[src/rtl/tthbif_pkg.sv]
// Shared definitions for the TTHBIF serializer / deserializer pair.
package tthbif_pkg;

  typedef enum logic [2:0] {
    IDLE   = 3'd0,
    START  = 3'd1,
    DATA   = 3'd2,
    PARITY = 3'd3,
    STOP   = 3'd4
  } tthbif_ser_state_e;

  localparam logic IDLE_LVL  = 1'b0;
  localparam logic START_LVL = 1'b1;
  localparam logic STOP_LVL  = 1'b0;

  // Counter width able to hold 0..n-1, never narrower than one bit.
  function automatic int unsigned cnt_w(input int unsigned n);
    return (n > 1) ? $clog2(n) : 1;
  endfunction

endpackage

[src/rtl/tthbif_bit_timer.sv]
// Bit-period divider: tick_o marks the last cycle of each BIT_DIV-cycle bit.
module tthbif_bit_timer
  import tthbif_pkg::*;
#(
  parameter int unsigned BIT_DIV = 1
) (
  input  logic clk_i,
  input  logic rst_i,
  input  logic clear_i,
  input  logic run_i,
  output logic tick_o
);

  localparam int unsigned CNT_W = cnt_w(BIT_DIV);
  localparam logic [CNT_W-1:0] LAST = CNT_W'(BIT_DIV - 1);

  logic [CNT_W-1:0] r_div;

  assign tick_o = (r_div == LAST);

  // Count 0..BIT_DIV-1 while running; clear restarts a fresh bit period.
  always_ff @(posedge clk_i) begin
    if (rst_i || clear_i) begin
      r_div <= '0;
    end else if (run_i) begin
      r_div <= tick_o ? '0 : r_div + CNT_W'(1);
    end
  end

endmodule

[src/rtl/tthbif_tx_serializer.sv]
// Parallel-to-serial framer: start, LSB-first data, optional even parity, stop.
module tthbif_tx_serializer
  import tthbif_pkg::*;
#(
  parameter int unsigned DATA_W    = 8,
  parameter int unsigned BIT_DIV   = 1,
  parameter int unsigned PARITY_EN = 1
) (
  input  logic              clk_i,
  input  logic              rst_i,
  input  logic              en_i,
  input  logic [DATA_W-1:0] data_i,
  input  logic              valid_i,
  output logic              ready_o,
  output logic              tx_o,
  output logic              busy_o,
  output logic              frame_done_o
);

  localparam int unsigned BC_W = cnt_w(DATA_W);
  localparam logic [BC_W-1:0] BC_LAST = BC_W'(DATA_W - 1);

  tthbif_ser_state_e r_state, w_state_n;
  logic [DATA_W-1:0] r_shreg, w_shreg_n;
  logic [BC_W-1:0]   r_bitcnt, w_bitcnt_n;
  logic              r_par, w_par_n;
  logic              r_tx, w_tx_n;
  logic              r_busy;
  logic              w_tick;
  logic              w_ready;
  logic              w_accept;

  tthbif_bit_timer #(
    .BIT_DIV (BIT_DIV)
  ) u_bit_timer (
    .clk_i   (clk_i),
    .rst_i   (rst_i),
    .clear_i (w_accept),
    .run_i   (r_state != IDLE),
    .tick_o  (w_tick)
  );

  assign w_ready      = en_i && ((r_state == IDLE) || ((r_state == STOP) && w_tick));
  assign w_accept     = valid_i && w_ready;
  assign ready_o      = w_ready;
  assign tx_o         = r_tx;
  assign busy_o       = r_busy;
  assign frame_done_o = (r_state == STOP) && w_tick;

  // State and datapath registers; reset drops any word in flight.
  always_ff @(posedge clk_i) begin
    if (rst_i) begin
      r_state  <= IDLE;
      r_shreg  <= '0;
      r_bitcnt <= '0;
      r_par    <= 1'b0;
      r_tx     <= IDLE_LVL;
      r_busy   <= 1'b0;
    end else begin
      r_state  <= w_state_n;
      r_shreg  <= w_shreg_n;
      r_bitcnt <= w_bitcnt_n;
      r_par    <= w_par_n;
      r_tx     <= w_tx_n;
      r_busy   <= (w_state_n != IDLE);
    end
  end

  // Next-state and next line level; tx is precomputed so the line comes from a flop.
  always_comb begin
    w_state_n  = r_state;
    w_shreg_n  = r_shreg;
    w_bitcnt_n = r_bitcnt;
    w_par_n    = r_par;
    w_tx_n     = IDLE_LVL;

    unique case (r_state)
      IDLE: begin
        if (w_accept) begin
          w_state_n  = START;
          w_shreg_n  = data_i;
          w_par_n    = ^data_i;
          w_bitcnt_n = '0;
        end
      end
      START: begin
        if (w_tick) begin
          w_state_n  = DATA;
          w_bitcnt_n = '0;
        end
      end
      DATA: begin
        if (w_tick) begin
          w_shreg_n = r_shreg >> 1;
          if (r_bitcnt == BC_LAST) begin
            w_state_n = (PARITY_EN != 0) ? PARITY : STOP;
          end else begin
            w_bitcnt_n = r_bitcnt + BC_W'(1);
          end
        end
      end
      PARITY: begin
        if (w_tick) begin
          w_state_n = STOP;
        end
      end
      STOP: begin
        if (w_tick) begin
          if (w_accept) begin
            w_state_n  = START;
            w_shreg_n  = data_i;
            w_par_n    = ^data_i;
            w_bitcnt_n = '0;
          end else begin
            w_state_n = IDLE;
          end
        end
      end
      default: w_state_n = IDLE;
    endcase

    unique case (w_state_n)
      START:   w_tx_n = START_LVL;
      DATA:    w_tx_n = w_shreg_n[0];
      PARITY:  w_tx_n = w_par_n;
      STOP:    w_tx_n = STOP_LVL;
      default: w_tx_n = IDLE_LVL;
    endcase
  end

endmodule

[config.mk]
export PLATFORM = sky130hd
export DESIGN_NAME = tthbif_tx_serializer
export DESIGN_NICKNAME = d
export VERILOG_FILES = /design/src/rtl/tthbif_pkg.sv /design/src/rtl/tthbif_bit_timer.sv /design/src/rtl/tthbif_tx_serializer.sv
export SDC_FILE = /design/constraint.sdc
export NUM_CORES = 1
export LEC_CHECK = 0
export BUFFER_PORTS_ARGS = -buffer_cell sky130_fd_sc_hd__buf_2
export CAP_MARGIN = 0
export CORE_ASPECT_RATIO = 0.8
export CORE_MARGIN = 2
export CORE_UTILIZATION = 50
export DETAILED_ROUTE_END_ITERATION = 12
export MAX_ROUTING_LAYER = met4
export PLACE_DENSITY = 0.74
export SYNTH_ARGS = -nofsm -noshare
export SYNTH_HDL_FRONTEND = slang
export SYNTH_SLANG_ARGS = --single-unit
[constraint.sdc]
create_clock -name clk_i -period 3.8 [get_ports clk_i]
set_clock_uncertainty 0.15 [all_clocks]
set_input_delay 0.76 -clock clk_i [delete_from_list [all_inputs] [get_ports clk_i]]
set_output_delay 0.76 -clock clk_i [all_outputs]
set_load 0.005 [all_outputs]
After elaboration in Yosys (flattened, before gate mapping) --
Index checks and enable logic that the tools add are counted.
Cells by class: $add $sub $neg 2, eq/ne operators 12, multiplexer cells 23, bitwise operators 1, reductions and logical operators 13
Operators with widths (number):
- 3-bit two-way mux | 11
- 8-bit two-way mux | 3
- 8-bit case mux with 3 select lines | 1
- 3-bit case mux with 5 select lines | 1
- 3-bit by 2-bit equality test with 1-bit output (second input constant) | 4
- 3-bit case mux with 4 select lines | 1
- 3-bit nonzero test | 3
- 2-bit != test (second input constant) | 4
- 8-bit XOR reduction | 1
- 3-bit by 1-bit equality test with 1-bit output (second input constant) | 2
- 3-bit equality test (second input constant) | 2
- 5-bit AND reduction | 1
- 1-bit two-way mux | 4
- 4-bit nonzero test | 1
- 3-bit by 1-bit adder with 3-bit output (second input constant) | 1
- 1-bit logical AND | 3
- 3-bit zero test | 1
- 1-bit case mux with 3 select lines | 1
- 3-bit AND reduction | 1
- 1-bit logical OR | 2
- 1-bit case mux with 2 select lines | 1
- 1-bit adder (second input constant) | 1
- 1-bit inverter | 1
Word-level totals: flip-flop bits (word level) 18, bits of input ports 12

Longest topological paths before layout --
depth in word-level cells 10, depth in mapped cells 6, gate-level depth less buffers 6

By module --
From an unflattened synthesis, not the netlist that was laid out.
Unflattened totals: cells, all modules 99, area, all modules 928.4 um2
Modules (own cells, without submodules):
- tthbif_tx_serializer | times used 1, cells each 97, area each 917.1 um2, seq. area each 340.3 um2
- tthbif_bit_timer | times used 1, cells each 2, area each 11.3 um2, seq. area each 0.0 um2

Worst setup path before layout --
No wires, ideal clock.
path kind in2out, start point input port en_i, end point output port ready_o, arrival 885 ps, slack 2005 ps, cell stages on the path 1, buffers on the path 0, cell sequence and2_1
On the way: longest elaborated chain between the ends 1
RTL lines:
- start: declaration | RTL line tthbif_tx_serializer.sv:11 | input logic en_i,
- 1-bit logical AND | RTL line tthbif_tx_serializer.sv:43 | assign w_ready = en_i && ((r_state == IDLE) || ((r_state == STOP) && w_tick));
- end: declaration | RTL line tthbif_tx_serializer.sv:14 | output logic ready_o,
No other way between the ends.

Final worst setup path --
start point register r_state[1], end point output port ready_o
On the way: longest elaborated chain between the ends 4
RTL lines:
- start: declaration | RTL line tthbif_tx_serializer.sv:23 | tthbif_ser_state_e r_state, w_state_n;
- start signal: assignment | RTL line tthbif_tx_serializer.sv:60 | r_state <= w_state_n;
- 3-bit equality test | RTL line tthbif_tx_serializer.sv:43
- 1-bit logical AND | RTL line tthbif_tx_serializer.sv:43
- 1-bit logical OR (*) | RTL line tthbif_tx_serializer.sv:43
- 1-bit logical AND (*) | RTL line tthbif_tx_serializer.sv:43
Mark *: on every way between the ends. The rest lies on a longest branch, timed or not.

==> run_results.csv <==
group,metric,value,unit
outcome,status,"finished clean",
detailed_routing,drt_wl_total,1550,um
final_layout,multi_input_area,453,um^2
placement,port_buffers,15,
yosys,synth_top_area_cell,"dfxtp_1",
worst_setup_path,cp_data_required_time,2.89,ns
clock_network,holdBufCountCts,0,
yosys,ys_ff_latch,17,
floorplan,std_cell_rows,13,
flow_run,drv_cap,0,
worst_setup_path,reg2reg_depth,4,
detailed_routing,drtIter0Drc,14,
worst_setup_path,max_stage_delay,0.48,ns
yosys,ys_types,28,
yosys,ys_async_sr_fraction,0,
worst_setup_path,r2r_slack,1.79,ns
worst_hold_path,holdPathStages,2,
timing,fin_crit_sh,0.547,
worst_hold_path,hp-start,"r_shreg[5]",
worst_setup_path,arrival,1.17,ns
clock_network,cts_root_buffer,"clkbuf_4",
timing,maxSlewViolCount,0,
final_layout,fin_nets,118,
yosys,yosysMostFrequentCell,"dfxtp_1",
power,peakVddDrop,0.308,mV
clock_network,cts_buffer_depth,2,
worst_setup_path,r2r-end,"r_bitcnt[2]",
clock_network,clock_latency,0.29,ns
detailed_routing,via_count,655,
global_route,grt_pass1_vias,546,
floorplan,die_w,50.0,um
worst_setup_path,crit_path_start_kind,"flop",
worst_setup_path,crit_path_top_delay_cell,"dfxtp_1",
timing,maxSlewHeadroom,0.453,
yosys,syn_inst,89,
worst_setup_path,endpoint_kind,"output port",
timing,finalSetupViolations,0,
timing,fmax,481,MHz
yosys,ys.flop_type,"dfxtp_1",
timing,worstMarginPinSlew,0.816,ns
global_route,grt_max_degree,18,
final_layout,syn_to_final_growth,9.91,%
timing,hold_viol_final,0,
yosys,syn_nets,103,
global_route,overflow,0,
worst_setup_path,critical_path_class,"flop to output port",
worst_setup_path,crit_family,"flip-flops",
clock_network,htree_levels,1,
worst_setup_path,cp.depth,3,
worst_setup_path,crit_buf_inv,1,
final_layout,n_antenna_cell,0,
detailed_routing,drt_pass1_iterations,4,
global_route,grt_pass1_wl,2440,um
worst_setup_path,rr_startpoint,"r_state[1]",
global_route,grt_antenna_before_repair,0,
yosys,ys_warn_count,0,
yosys,synth_edf_count,0,
yosys,synth_common_cells,"17 x dfxtp_1, 11 x a21oi_1, 8 x a22oi_1, 8 x nand2_1, 8 x xnor2_1",
final_layout,drive_gt1_frac,0.243,
floorplan,core-area,1610,um^2
power,p_leak,0.000355,uW
yosys,ys_seq_area_frac,0.402,
timing,grt_setup_unrepaired,"false",
worst_setup_path,path_max_fanout,9,
detailed_routing,wl_per_cell,12.4,um
final_layout,regArea,340,um^2
placement,dpl.hpwl,1100,um
worst_hold_path,worstHoldPathType,"flop to flop",
clock_network,path_clk_slew,0.09,ns
floorplan,ios,16,
clock_network,cts_resized,0,
worst_setup_path,critPathCapture,"ready_o",
detailed_routing,vias_per_cell,5.24,
detailed_routing,drcViolationCount,0,
final_layout,nFillCells,150,
timing,timing.setup.tns,0,ns
power,power_density,377,nW/um^2
floorplan,dieArea,2040,um^2
clock_network,cts_tree,"built",
yosys,avgSynthCellArea,9.50,um^2
floorplan,die_h,40.8,um
clock_network,post_cts_buffers,0,
clock_network,cts_made_buffers,3,
yosys,netlist_area,846,um^2
yosys,yosys-top-cells-area,"dfxtp_1 40%, xnor2_1 8.3%, a22oi_1 7.1%, a21oi_1 6.5%, buf_6 4.0%",
timing,finalCriticalPeriod,2.08,ns
yosys,synth_top_area_share,0.402,
clock_network,cts_sinks,17,
power,power.total,350,uW
floorplan,initial_core_util,0.525,
worst_setup_path,crit_chain,"nor2_1 > and2_1 > buf_2",
worst_setup_path,crit_path_start,"r_state[1]",
global_route,grt_usage,0.169,
placement,routabilityCongestion,0.703,
detailed_routing,postRouteAntennaNets,0,
## placed cells by master, fill, tap and decap left out, drive strengths merged, types with 4 or more instances in the layout
cell type   n
xnor2       8
buf        15
a22oi       8
dfxtp      17
clkbuf      4
nand3b      4
nand2       8
a21oi      11
nor2        5
## report_power, final
group	switching, uW	internal (uW)
sequential	6.78	187
combinational	31.8	30.4
clock	53.3	40.8
total	91.9	258
## state kept, by name (all words and copies together) (netlist names)
| register | count |
|---|---|
| r_bitcnt | 3 |
| r_shreg | 8 |
| r_state | 3 |
| tx_o | 1 |
| r_par | 1 |
| busy_o | 1 |
## metal layers
layer | global-route usage | part of all wire
met4 | 0.0208 | 0.0039
met5 | - | 0
met3 | 0.0657 | 0.043
met1 | 0.217 | 0.50
met2 | 0.260 | 0.45
## area by class of cell
class                      instances  area share
multi-input combinational         65       0.487
sequential                        17       0.366
timing repair buffer              15      0.0808
tap                               22      0.0296
clock buffer                       4      0.0283
inverter                           2     0.00808
## worst reg2reg max path, stage by stage, from the launching register on
cell,delay [ns]
dfxtp_1,0.48
nor3b_2,0.73
a211oi_2,0.23
nand3b_1,0.20
a21oi_1,0.17
## through the flow
stage | worst slack (ns) | std cells | area, um^2 | utilization | hold slack, ns
CTS | 1.71 | 125 | 930 | 0.577 | 0.310
floorplan | 2.01 | 89 | 846 | - | 0.286
global route | 1.65 | 125 | 930 | 0.577 | 0.341
finish | 1.72 | 125 | 930 | 0.577 | 0.309
global placement | 1.78 | 121 | 903 | 0.561 | 0.293
detailed placement | 1.76 | 121 | 903 | 0.561 | 0.297
## worst min path at each step
| stage | endpoint |
|---|---|
| floorplan | r_bitcnt[1] |
| global placement | r_bitcnt[2] |
| detailed placement | r_shreg[5] |
| CTS | r_shreg[5] |
| global route | r_shreg[6] |
| finish | r_shreg[5] |
## cells by family (layout without fill, tap and decap cells)
kind of cell	count (synthesis)	count (layout)	synth area share
flip-flops	17	17	0.402
adder cells (fa/ha/maj)	2	2	0.0296
AO/OA/AOI/OAI	24	24	0.197
XOR/XNOR	8	8	0.0828
buffers and inverters	7	21	0.0621
AND/OR/NAND/NOR	31	31	0.226
Power figures use the tool's default switching activity.
